[config.mk]
export PLATFORM = sky130hd
export DESIGN_NAME = exposure_timer
export DESIGN_NICKNAME = d
export VERILOG_FILES = /design/src/rtl/cam_pkg.sv /design/src/rtl/ms_tick_gen.sv /design/src/rtl/exposure_timer.sv
export SDC_FILE = /design/constraint.sdc
export NUM_CORES = 1
export LEC_CHECK = 0
export CAP_MARGIN = 20
export CORE_AREA = 2 2 78 80
export DETAILED_ROUTE_END_ITERATION = 8
export DIE_AREA = 0 0 80 82
export PLACE_DENSITY = 0.62
export SYNTH_ARGS = -nofsm -noshare
export SYNTH_HDL_FRONTEND = slang
export SYNTH_SLANG_ARGS = --single-unit
[constraint.sdc]
create_clock -name Clk -period 2.91 [get_ports Clk]
set_input_delay 0.582 -clock Clk [delete_from_list [all_inputs] [get_ports Clk]]
set_output_delay 0.582 -clock Clk [all_outputs]
set_load 0.02 [all_outputs]
[src/rtl/cam_pkg.sv]
// Shared camera timing definitions: exposure FSM states and exposure-time limits.
// Used by both the exposure timer and the exposure controller.
package cam_pkg;

    typedef enum logic [1:0] {
        IDLE    = 2'd0,
        EXPOSE  = 2'd1,
        READOUT = 2'd2
    } exp_state_t;

    localparam logic [4:0] EXP_MIN  = 5'd2;
    localparam logic [4:0] EXP_MAX  = 5'd30;
    localparam logic [4:0] EXP_INIT = 5'd15;

endpackage

[src/rtl/ms_tick_gen.sv]
// Millisecond prescaler: tick is high for one Clk every CLK_PER_MS cycles.
// clr restarts the count so the first tick lands CLK_PER_MS cycles after the clearing edge.
module ms_tick_gen #(
    parameter int CLK_PER_MS = 1000
) (
    input  logic Clk,
    input  logic Reset,
    input  logic clr,
    output logic tick
);

    localparam logic [15:0] LAST = 16'(CLK_PER_MS - 1);

    logic [15:0] cnt;

    assign tick = (cnt == LAST);

    always_ff @(posedge Clk or negedge Reset) begin
        if (!Reset) begin
            cnt <= '0;
        end else if (clr || tick) begin
            cnt <= '0;
        end else begin
            cnt <= cnt + 16'd1;
        end
    end

endmodule

[src/rtl/exposure_timer.sv]
// Exposure timer: times an exposure of Exp_time ms, then a fixed readout window,
// pulsing Ovf5 at end of exposure and Ovf4 at end of readout. State visible on State_dbg.
module exposure_timer
    import cam_pkg::*;
#(
    parameter int CLK_PER_MS  = 1000,
    parameter int READOUT_CYC = 16
) (
    input  logic       Clk,
    input  logic       Reset,
    input  logic       Start_Timer,
    input  logic       Init,
    input  logic       Exp_increase,
    input  logic       Exp_decrease,
    output logic       Ovf5,
    output logic       Ovf4,
    output logic [4:0] Exp_time,
    output logic       Busy,
    output exp_state_t State_dbg
);

    localparam logic [7:0] RD_LAST = 8'(READOUT_CYC - 1);

    exp_state_t state_q, state_d;
    logic       start_prev, inc_prev, dec_prev;
    logic       start_rise, inc_rise, dec_rise;
    logic [4:0] ms_left, ms_d;
    logic [7:0] rd_cnt, rd_d;
    logic [4:0] exp_d;
    logic       ovf5_d, ovf4_d;
    logic       clr, tick;

    assign start_rise = Start_Timer  & ~start_prev;
    assign inc_rise   = Exp_increase & ~inc_prev;
    assign dec_rise   = Exp_decrease & ~dec_prev;
    assign State_dbg  = state_q;

    ms_tick_gen #(.CLK_PER_MS(CLK_PER_MS)) u_tick (
        .Clk   (Clk),
        .Reset (Reset),
        .clr   (clr),
        .tick  (tick)
    );

    always_comb begin
        state_d = state_q;
        ms_d    = ms_left;
        rd_d    = rd_cnt;
        ovf5_d  = 1'b0;
        ovf4_d  = 1'b0;
        clr     = 1'b0;
        case (state_q)
            IDLE: begin
                if (start_rise) begin
                    state_d = EXPOSE;
                    ms_d    = Exp_time;
                    clr     = 1'b1;
                end
            end
            EXPOSE: begin
                // ms_left counts the ms still to run, including the current one
                if (tick) begin
                    if (ms_left == 5'd1) begin
                        ovf5_d  = 1'b1;
                        state_d = READOUT;
                        rd_d    = '0;
                    end else begin
                        ms_d = ms_left - 5'd1;
                    end
                end
            end
            READOUT: begin
                if (rd_cnt == RD_LAST) begin
                    ovf4_d  = 1'b1;
                    state_d = IDLE;
                end else begin
                    rd_d = rd_cnt + 8'd1;
                end
            end
            default: state_d = IDLE;
        endcase
    end

    // Init dominates; simultaneous inc/dec edges cancel; out-of-range steps are dropped
    always_comb begin
        exp_d = Exp_time;
        if (Init) begin
            exp_d = EXP_INIT;
        end else if (inc_rise && dec_rise) begin
            exp_d = Exp_time;
        end else if (inc_rise && (Exp_time < EXP_MAX)) begin
            exp_d = Exp_time + 5'd1;
        end else if (dec_rise && (Exp_time > EXP_MIN)) begin
            exp_d = Exp_time - 5'd1;
        end
    end

    always_ff @(posedge Clk or negedge Reset) begin
        if (!Reset) begin
            state_q    <= IDLE;
            start_prev <= 1'b0;
            inc_prev   <= 1'b0;
            dec_prev   <= 1'b0;
            ms_left    <= '0;
            rd_cnt     <= '0;
            Ovf5       <= 1'b0;
            Ovf4       <= 1'b0;
            Busy       <= 1'b0;
            Exp_time   <= EXP_INIT;
        end else begin
            state_q    <= state_d;
            start_prev <= Start_Timer;
            inc_prev   <= Exp_increase;
            dec_prev   <= Exp_decrease;
            ms_left    <= ms_d;
            rd_cnt     <= rd_d;
            Ovf5       <= ovf5_d;
            Ovf4       <= ovf4_d;
            Busy       <= (state_q != IDLE);
            Exp_time   <= exp_d;
        end
    end

endmodule

Yosys cells after proc, flatten, opt, wreduce, memory -nomap -nowiden
Cells that the tools add are included.
{"block": "word_totals", "register_bits": 42, "output_inout_bits": 10, "input_bits": 6, "word_cells": 74}
{"block": "classes", "n_eq_ne": 12, "n_reduce_logical": 13, "addsub": 5, "n_bitwise": 6, "mux": 25, "n_lt_le_gt_ge": 2}
{"operator": "$mux W5", "count": 7}
{"operator": "$mux W8", "count": 3}
{"operator": "$add A16 B1 Y16 const B", "count": 1}
{"operator": "$eq A16 B10 Y1 const B", "count": 1}
{"operator": "$mux W16", "count": 1}
{"operator": "$pmux W8 S2", "count": 1}
{"operator": "$ne A2 B2 Y1 const B", "count": 6}
{"operator": "$reduce_and A4 Y1", "count": 3}
{"operator": "$pmux W5 S2", "count": 1}
{"operator": "$sub A5 B1 Y5 const B", "count": 2}
{"operator": "$add A8 B1 Y8 const B", "count": 1}
{"operator": "$eq A8 B4 Y1 const B", "count": 1}
{"operator": "$mux W2", "count": 4}
{"operator": "$mux W1", "count": 7}
{"operator": "$pmux W2 S3", "count": 1}
{"operator": "$reduce_bool A2 Y1", "count": 3}
{"operator": "$add A5 B1 Y5 const B", "count": 1}
{"operator": "$eq A5 B1 Y1 const B", "count": 1}
{"operator": "$gt A5 B2 Y1 const B", "count": 1}
{"operator": "$lt A5 B5 Y1 const B", "count": 1}
{"operator": "$and A1 B1 Y1", "count": 3}
{"operator": "$logic_and A1 B1 Y1", "count": 3}
{"operator": "$not A1 Y1", "count": 3}
{"operator": "$reduce_bool A3 Y1", "count": 1}
{"operator": "6 further kinds", "count": 6}

Logic depth before layout (Yosys ltp)
Gate-level depths: netlist of run 1.
{"block": "depth", "ltp_word": 7, "depth_mapped": 9, "mapped_depth_nobuf": 9}

Modules after synthesis
From an unflattened synthesis of run 1, not the netlist that was laid out.
{"block": "hier_totals", "cells_unflattened": 219, "hier_area_um2": 2262.2}
{"module": "exposure_timer", "instances": 1, "area_per_inst_um2": 1431.4, "cells_per_inst": 136, "seq_area_each_um2": 655.6}
{"module": "ms_tick_gen", "instances": 1, "area_per_inst_um2": 830.8, "cells_per_inst": 83, "seq_area_each_um2": 400.4}

Least setup slack after synthesis of run 1
No wires, ideal clock.
{"block": "synth_path", "kind": "in2reg", "startpoint": "input port Exp_increase", "endpoint": "register Exp_time[4]", "path_slack_ns": 0.727, "stages": 9, "t_arrival_ns": 2.106, "n_path_buf": 0, "t_required_ns": 2.833, "setup_time_ns": 0.077, "path_cell_list": "nand2b_1 -> a41oi_1 -> inv_1 -> ha_1 -> nand2b_1 -> a21oi_1 -> xnor2_1 -> or3_1 -> a21oi_1"}
{"block": "synth_between", "elab_chain_len": 5, "word_cells_on_any_way": 9, "cone_classes": "eq/ne: 1; mux: 3; bitwise: 1; reduce/logical: 4"}
{"element": "start: declaration", "line": "exposure_timer.sv:13", "source": "input logic Exp_increase,"}
{"element": "$and A1 B1 Y1 *", "line": "exposure_timer.sv:34", "source": "assign inc_rise = Exp_increase & ~inc_prev;"}
{"element": "$logic_and A1 B1 Y1", "line": "exposure_timer.sv:91", "source": "end else if (inc_rise && (Exp_time < EXP_MAX)) begin"}
{"element": "$mux W5", "line": "exposure_timer.sv:91"}
{"element": "$mux W5", "line": "exposure_timer.sv:89", "source": "end else if (inc_rise && dec_rise) begin"}
{"element": "$mux W5", "line": "exposure_timer.sv:87", "source": "if (Init) begin"}
{"element": "end signal: assignment", "line": "exposure_timer.sv:120", "source": "Exp_time <= exp_d;"}
{"element": "end: declaration", "line": "exposure_timer.sv:17", "source": "output logic [4:0] Exp_time,"}
Mark *: on every way between the ends. The rest lies on a longest branch, timed or not. The select of a mux whose other input is x is not followed.
A chain may end at the register's enable or synchronous reset.

Worst setup path in the final report of run 1
Same ends and word-level chain as after synthesis.

==> summary.txt, run 1 <==
Area of the mapped netlist: 2200 µm²
Final setup viols: 0
Rel. slew slack: 0.370
Average cell area after synthesis: 10.2 µm²
Share of the synthesized area in the top cell type: 0.432
Ys flop type: dfrtp_1
Setup clock skew after layout: 0.00497 ns
PwrDens: 603 nW/µm²
Final Cycle Share: 0.884
Syn nets: 229
DP HPWL: 2.88 mm
Setup ws final: 0.337 ns
Pin count of the biggest net entering global routing: 43
Area leader, netlist: dfrtp_1
Critical path capture point type: flop
Ys async rst share: 1.00
Aggregate global routing overflow: 0
Num CTS Buffers: 5
Status: completed
N_diodes: 0
Worst vdd ir: 210 µV
Post-synth top cells: dfrtp_1, nor2_1, xor2_1
Nets: 250
Avg WL per Cell: 13.4 µm
Max frequency: 389 MHz
Startpoint types: input pin
TNS Setup: 0 ns
Die Ht: 82 µm
Synth warn: 0
Synthesized netlist cell count: 215
Root Buffer: clkbuf_8
Count of different cell masters after synthesis: 47
Fin. Hold Viols: 0
P_leak: 0.00112 µW
H-Tree Depth: 2
Crit Path Class: in -> reg
Setup WS pre-CTS: 0.0157 ns
WP data required: 3.13 ns
Unrepaired setup endpoints after global routing: no
Starting Density: 0.383
Residual DRC: 0
Die X: 80 µm
Fin cells: 312
First-pass GRT wire length: 7.56 mm
Initial antenna violation count: 0
CP delay by family, top: compound AO/OA/AOI/OAI gates
Post-DRT Antenna Nets: 0
Cell Area, Placed: 2440 µm²
Vias/cell: 5.16
Port Buf Inserts: 15
Gr usage total: 0.148
P&R area growth vs syn: 15.9%
Maximum Capacitance Violations: 0
Detailed Routing Iterations Pass 1: 4
Max-slew violation count: 0
Worst-path maximum fanout: 3
Sequential share of the synthesized area: 0.480
Count leader, synth: dfrtp_1
RePlAce Congestion: 0.806
Least-Margin Pin Slew: 0.945 ns
Share of layout cells above drive strength 1: 0.0970
Synth Register Bits: 42
Hold bufs inserted after CTS: 0
CP max stage cell: clkdlybuf4s50_1
Post-CTS sizing: 0
Number of flops mapped to enable cells by yosys: 0
Clock Sinks: 42
Core ar.: 5750 µm²
CTS tree: done
Longest Clk Path Bufs: 2
Crit path largest cell delay: 0.48 ns
Critical path data arrival time: 2.80 ns
Tmin final: 2.57 ns
Worst-path clk slew: 0.08 ns
Top-Level Pins: 16
Vias post-DR: 1610
Iter 0 DRT Violations: 82
HP Class: in -> async
Clock Latency Late Sink: 0.29 ns
Vias in the first global route: 1665
DIE AREA: 6560 µm²
DP Cell Count: 304
CP Cell Sequence: clkdlybuf4s50_1, nand2b_1, a41oi_1, inv_1, ha_1, nand2b_1, a21oi_1, xnor2_1, or3_1, a21oi_1
Leading post-synthesis cells by cell area: dfrtp_1, xor2_1, nor2_1
Std cell rows: 28
CP Buf/Inv Count: 2
# fillers: 573
Post-CTS setup repair buffer count: 0
Design area: 2550 µm²
Fin util: 0.444
Final wirelength: 4.18 mm
stage by stage:
stage / power [µW] / hold slack (ns)
2_1_floorplan: 990 / 0.286
3_3_place_gp: 1080 / 0.489
3_5_place_dp: 1090 / 0.496
4_1_cts: 1560 / 0.464
5_1_grt: 1640 / 0.512
6_report: 1540 / 0.417
layout make-up:
cell class                 instances  area, µm²  share of cell area
clock inverter                     1       30.0              0.0118
inverter                           9       33.8              0.0132
multi-input combinational        161       1100               0.431
sequential                        42       1060               0.414
tap                               75       93.8              0.0368
clock buffer                       7       76.3              0.0299
timing repair buffer              17        160              0.0628
placed cells by master (no fill, tap or decap), types with 3 or more instances in the layout:
master            n
clkdlybuf4s50_1  14
inv_1             9
o22a_1            6
clkbuf_8          5
dfstp_2           4
xnor2_1           6
nor2_1           34
a21oi_1           9
dfrtp_1          38
nand4_1           5
xor2_1           17
and3_1            3
nand3_1          10
nor2b_1           5
o21ai_0           3
ha_1              7
nand2_1          11
o211ai_1          3
nand2b_1          7
flip-flops by register name, indices dropped and copies added (netlist names):
register and count:
dec_prev 1, Busy 1, ms_left 5, Ovf4 1, rd_cnt 8, Exp_time 5, start_prev 1, Ovf5 1
u_tick.cnt 16, inc_prev 1, State_dbg 2
cell families after synthesis:
family	after synthesis	synth area share
AND/OR/NAND/NOR	92	0.236
buffers and inverters	12	0.0205
multiplexers	1	0.00455
adder cells (fa/ha/maj)	8	0.0489
XOR/XNOR	23	0.0915
flip-flops	42	0.480
AO/OA/AOI/OAI	37	0.119
metal layers:
layer / global-route usage / vias up / wire (µm)
met5: 0 / - / 0
met4: 0.0763 / 0 / 107
met3: 0.0275 / 9 / 137
met2: 0.236 / 31 / 1900
met1: 0.193 / 771 / 2030
li1: - / 799 / -
path summary, 6_finish.rpt:
path                                  startpoint                      end  slack (ns)  cells after the start
min in group Clk           rd_cnt[0]$_DFFE_PN0P_    rd_cnt[0]$_DFFE_PN0P_        0.50                      1
max                                 Exp_increase  Exp_time[4]$_DFFE_PN0P_        0.34                     10
min                                        Reset  u_tick.cnt[6]$_DFF_PN0_        0.42                      1
min reg2reg                rd_cnt[0]$_DFFE_PN0P_    rd_cnt[0]$_DFFE_PN0P_        0.50                      1
max in group asynchronous                  Reset   ms_left[1]$_DFFE_PN0P_        1.89                      1
max reg2reg                   inc_prev$_DFF_PN0_  Exp_time[4]$_DFFE_PN0P_        0.66                      9
report_power, final:
group | switching (µW) | leakage [µW] | internal (µW)
registers | 107 | 0.000524 | 669
clock network | 201 | 0.0000524 | 257
logic | 155 | 0.000545 | 149
worst register-to-register path, delay by kind of cell (launching register included):
kind,cells,cell delay (ns)
simple gates,3,0.57
xor+xnor,1,0.10
buf+inv,1,0.15
flops,1,0.37
fa+ha+maj,1,0.35
compound gates,3,0.65
Note: power is estimated with default switching activity, not from simulation.
==> run 2: changes to the inputs <==
- CORE_AREA: 2 2 78 80 -> 2 2 75 59
- DIE_AREA: 0 0 80 82 -> 0 0 77 61
- PLACE_DENSITY: 0.62 -> 0.82
==> summary.txt, run 2 (same netlist as run 1, synthesis figures left out) <==
Status: completed
Gr usage total: 0.208
Die X: 77 µm
Worst R2R Start: inc_prev$_DFF_PN0_
Max-slew violation count: 0
Design area: 2510 µm²
Num CTS Buffers: 5
Flop2flop setup slack: 0.62 ns
Vias in the first global route: 1533
CTS tree: done
Clock Sinks: 42
Worst-path maximum fanout: 3
Post-CTS setup repair buffer count: 0
Avg WL per Cell: 14.5 µm
TNS Setup: 0 ns
Final setup viols: 0
Fin cells: 292
Initial antenna violation count: 0
Commonest non-fill, non-tap cell in the layout: dfrtp_1
Nets: 250
Worst setup path start: Exp_increase
Top-Level Pins: 16
DP HPWL: 2.95 mm
Port Buf Inserts: 15
WP data required: 3.14 ns
Final wirelength: 4.25 mm
Unrepaired setup endpoints after global routing: no
First-pass GRT wire length: 7.39 mm
Longest Clk Path Bufs: 2
P&R area growth vs syn: 14.0%
Maximum Capacitance Violations: 0
Least-Margin Pin Slew: 0.907 ns
Max frequency: 380 MHz
Worst-path clk slew: 0.09 ns
HP Class: in -> async
Aggregate global routing overflow: 0
Detailed Routing Iterations Pass 1: 4
P_leak: 0.00111 µW
Setup clock skew after layout: 0.00752 ns
Vias post-DR: 1634
PwrDens: 584 nW/µm²
Residual DRC: 0
Startpoint types: input pin
Number of flip-flops under the largest register name: 16
DIE AREA: 4700 µm²
Hold bufs inserted after CTS: 0
Fin. Hold Viols: 0
Cell Area, Placed: 2420 µm²
Iter 0 DRT Violations: 79
Root Buffer: clkbuf_8
Most flop-heavy register: u_tick.cnt
Vias/cell: 5.60
Commonest non-fill, non-tap cells in the layout: dfrtp_1, nor2_1, xor2_1, clkdlybuf4s50_1, nand2_1
Rel. slew slack: 0.395
Final Cycle Share: 0.904
Tmin final: 2.63 ns
Critical path data arrival time: 2.87 ns
Std cell rows: 20
Post-CTS sizing: 0
Critical path capture point type: flop
Clock Latency Late Sink: 0.30 ns
Setup WS pre-CTS: 0.0126 ns
Post-DRT Antenna Nets: 0
Starting Density: 0.557
RePlAce Congestion: 0.785
Pin count of the biggest net entering global routing: 43
DP Cell Count: 284
Top flop regs: u_tick.cnt (16), rd_cnt (8)
Core ar.: 3950 µm²
Setup ws final: 0.279 ns
Worst vdd ir: 343 µV
Crit Path Class: in -> reg
N_diodes: 0
H-Tree Depth: 2
Share of layout cells above drive strength 1: 0.105
Die Ht: 61 µm
## run 2: final timing paths
kind | endpoint | depth (start not counted)
max in group asynchronous | dec_prev$_DFF_PN0_ | 1
min | ms_left[3]$_DFFE_PN0P_ | 1
max reg2reg | Exp_time[4]$_DFFE_PN0P_ | 9
min in group Clk | rd_cnt[0]$_DFFE_PN0P_ | 1
max | Exp_time[4]$_DFFE_PN0P_ | 10
min reg2reg | rd_cnt[0]$_DFFE_PN0P_ | 1
## run 2: stage by stage
step | utilization | hold slack [ns] | power [µW]
floorplan | - | 0.286 | 990
detailed placement | 0.612 | 0.503 | 1090
finish | 0.634 | 0.407 | 1470
global placement | 0.612 | 0.496 | 1070
global route | 0.634 | 0.480 | 1570
CTS | 0.634 | 0.436 | 1480
## run 2: power breakdown
| group | internal [µW] | switching (µW) |
|---|---|---|
| combinational | 149 | 155 |
| clock | 169 | 214 |
| sequential | 669 | 109 |
| total | 986 | 479 |
## run 2: final cells by class
type | count | area [µm²]
repair buffers | 17 | 160
multi-input cells | 161 | 1100
flip-flops and latches | 42 | 1060
well taps | 55 | 68.8
clock buffers | 5 | 68.8
inverters | 9 | 33.8
clock inverters | 3 | 21.3
fillers | 357 | 1450
## run 2: critical path: stages
cell	delay [ns]
clkdlybuf4s50_1	0.49
nand2b_1	0.11
a41oi_1	0.35
inv_1	0.17
ha_1	0.36
nand2b_1	0.07
a21oi_1	0.16
xnor2_1	0.12
or3_1	0.31
a21oi_1	0.14
## run 2: per-layer routing
layer / track usage / routed length, µm
met1: 0.296 / 2180
met2: 0.311 / 1810
met3: 0.0655 / 207
met4: 0.0638 / 45
met5: 0 / 0
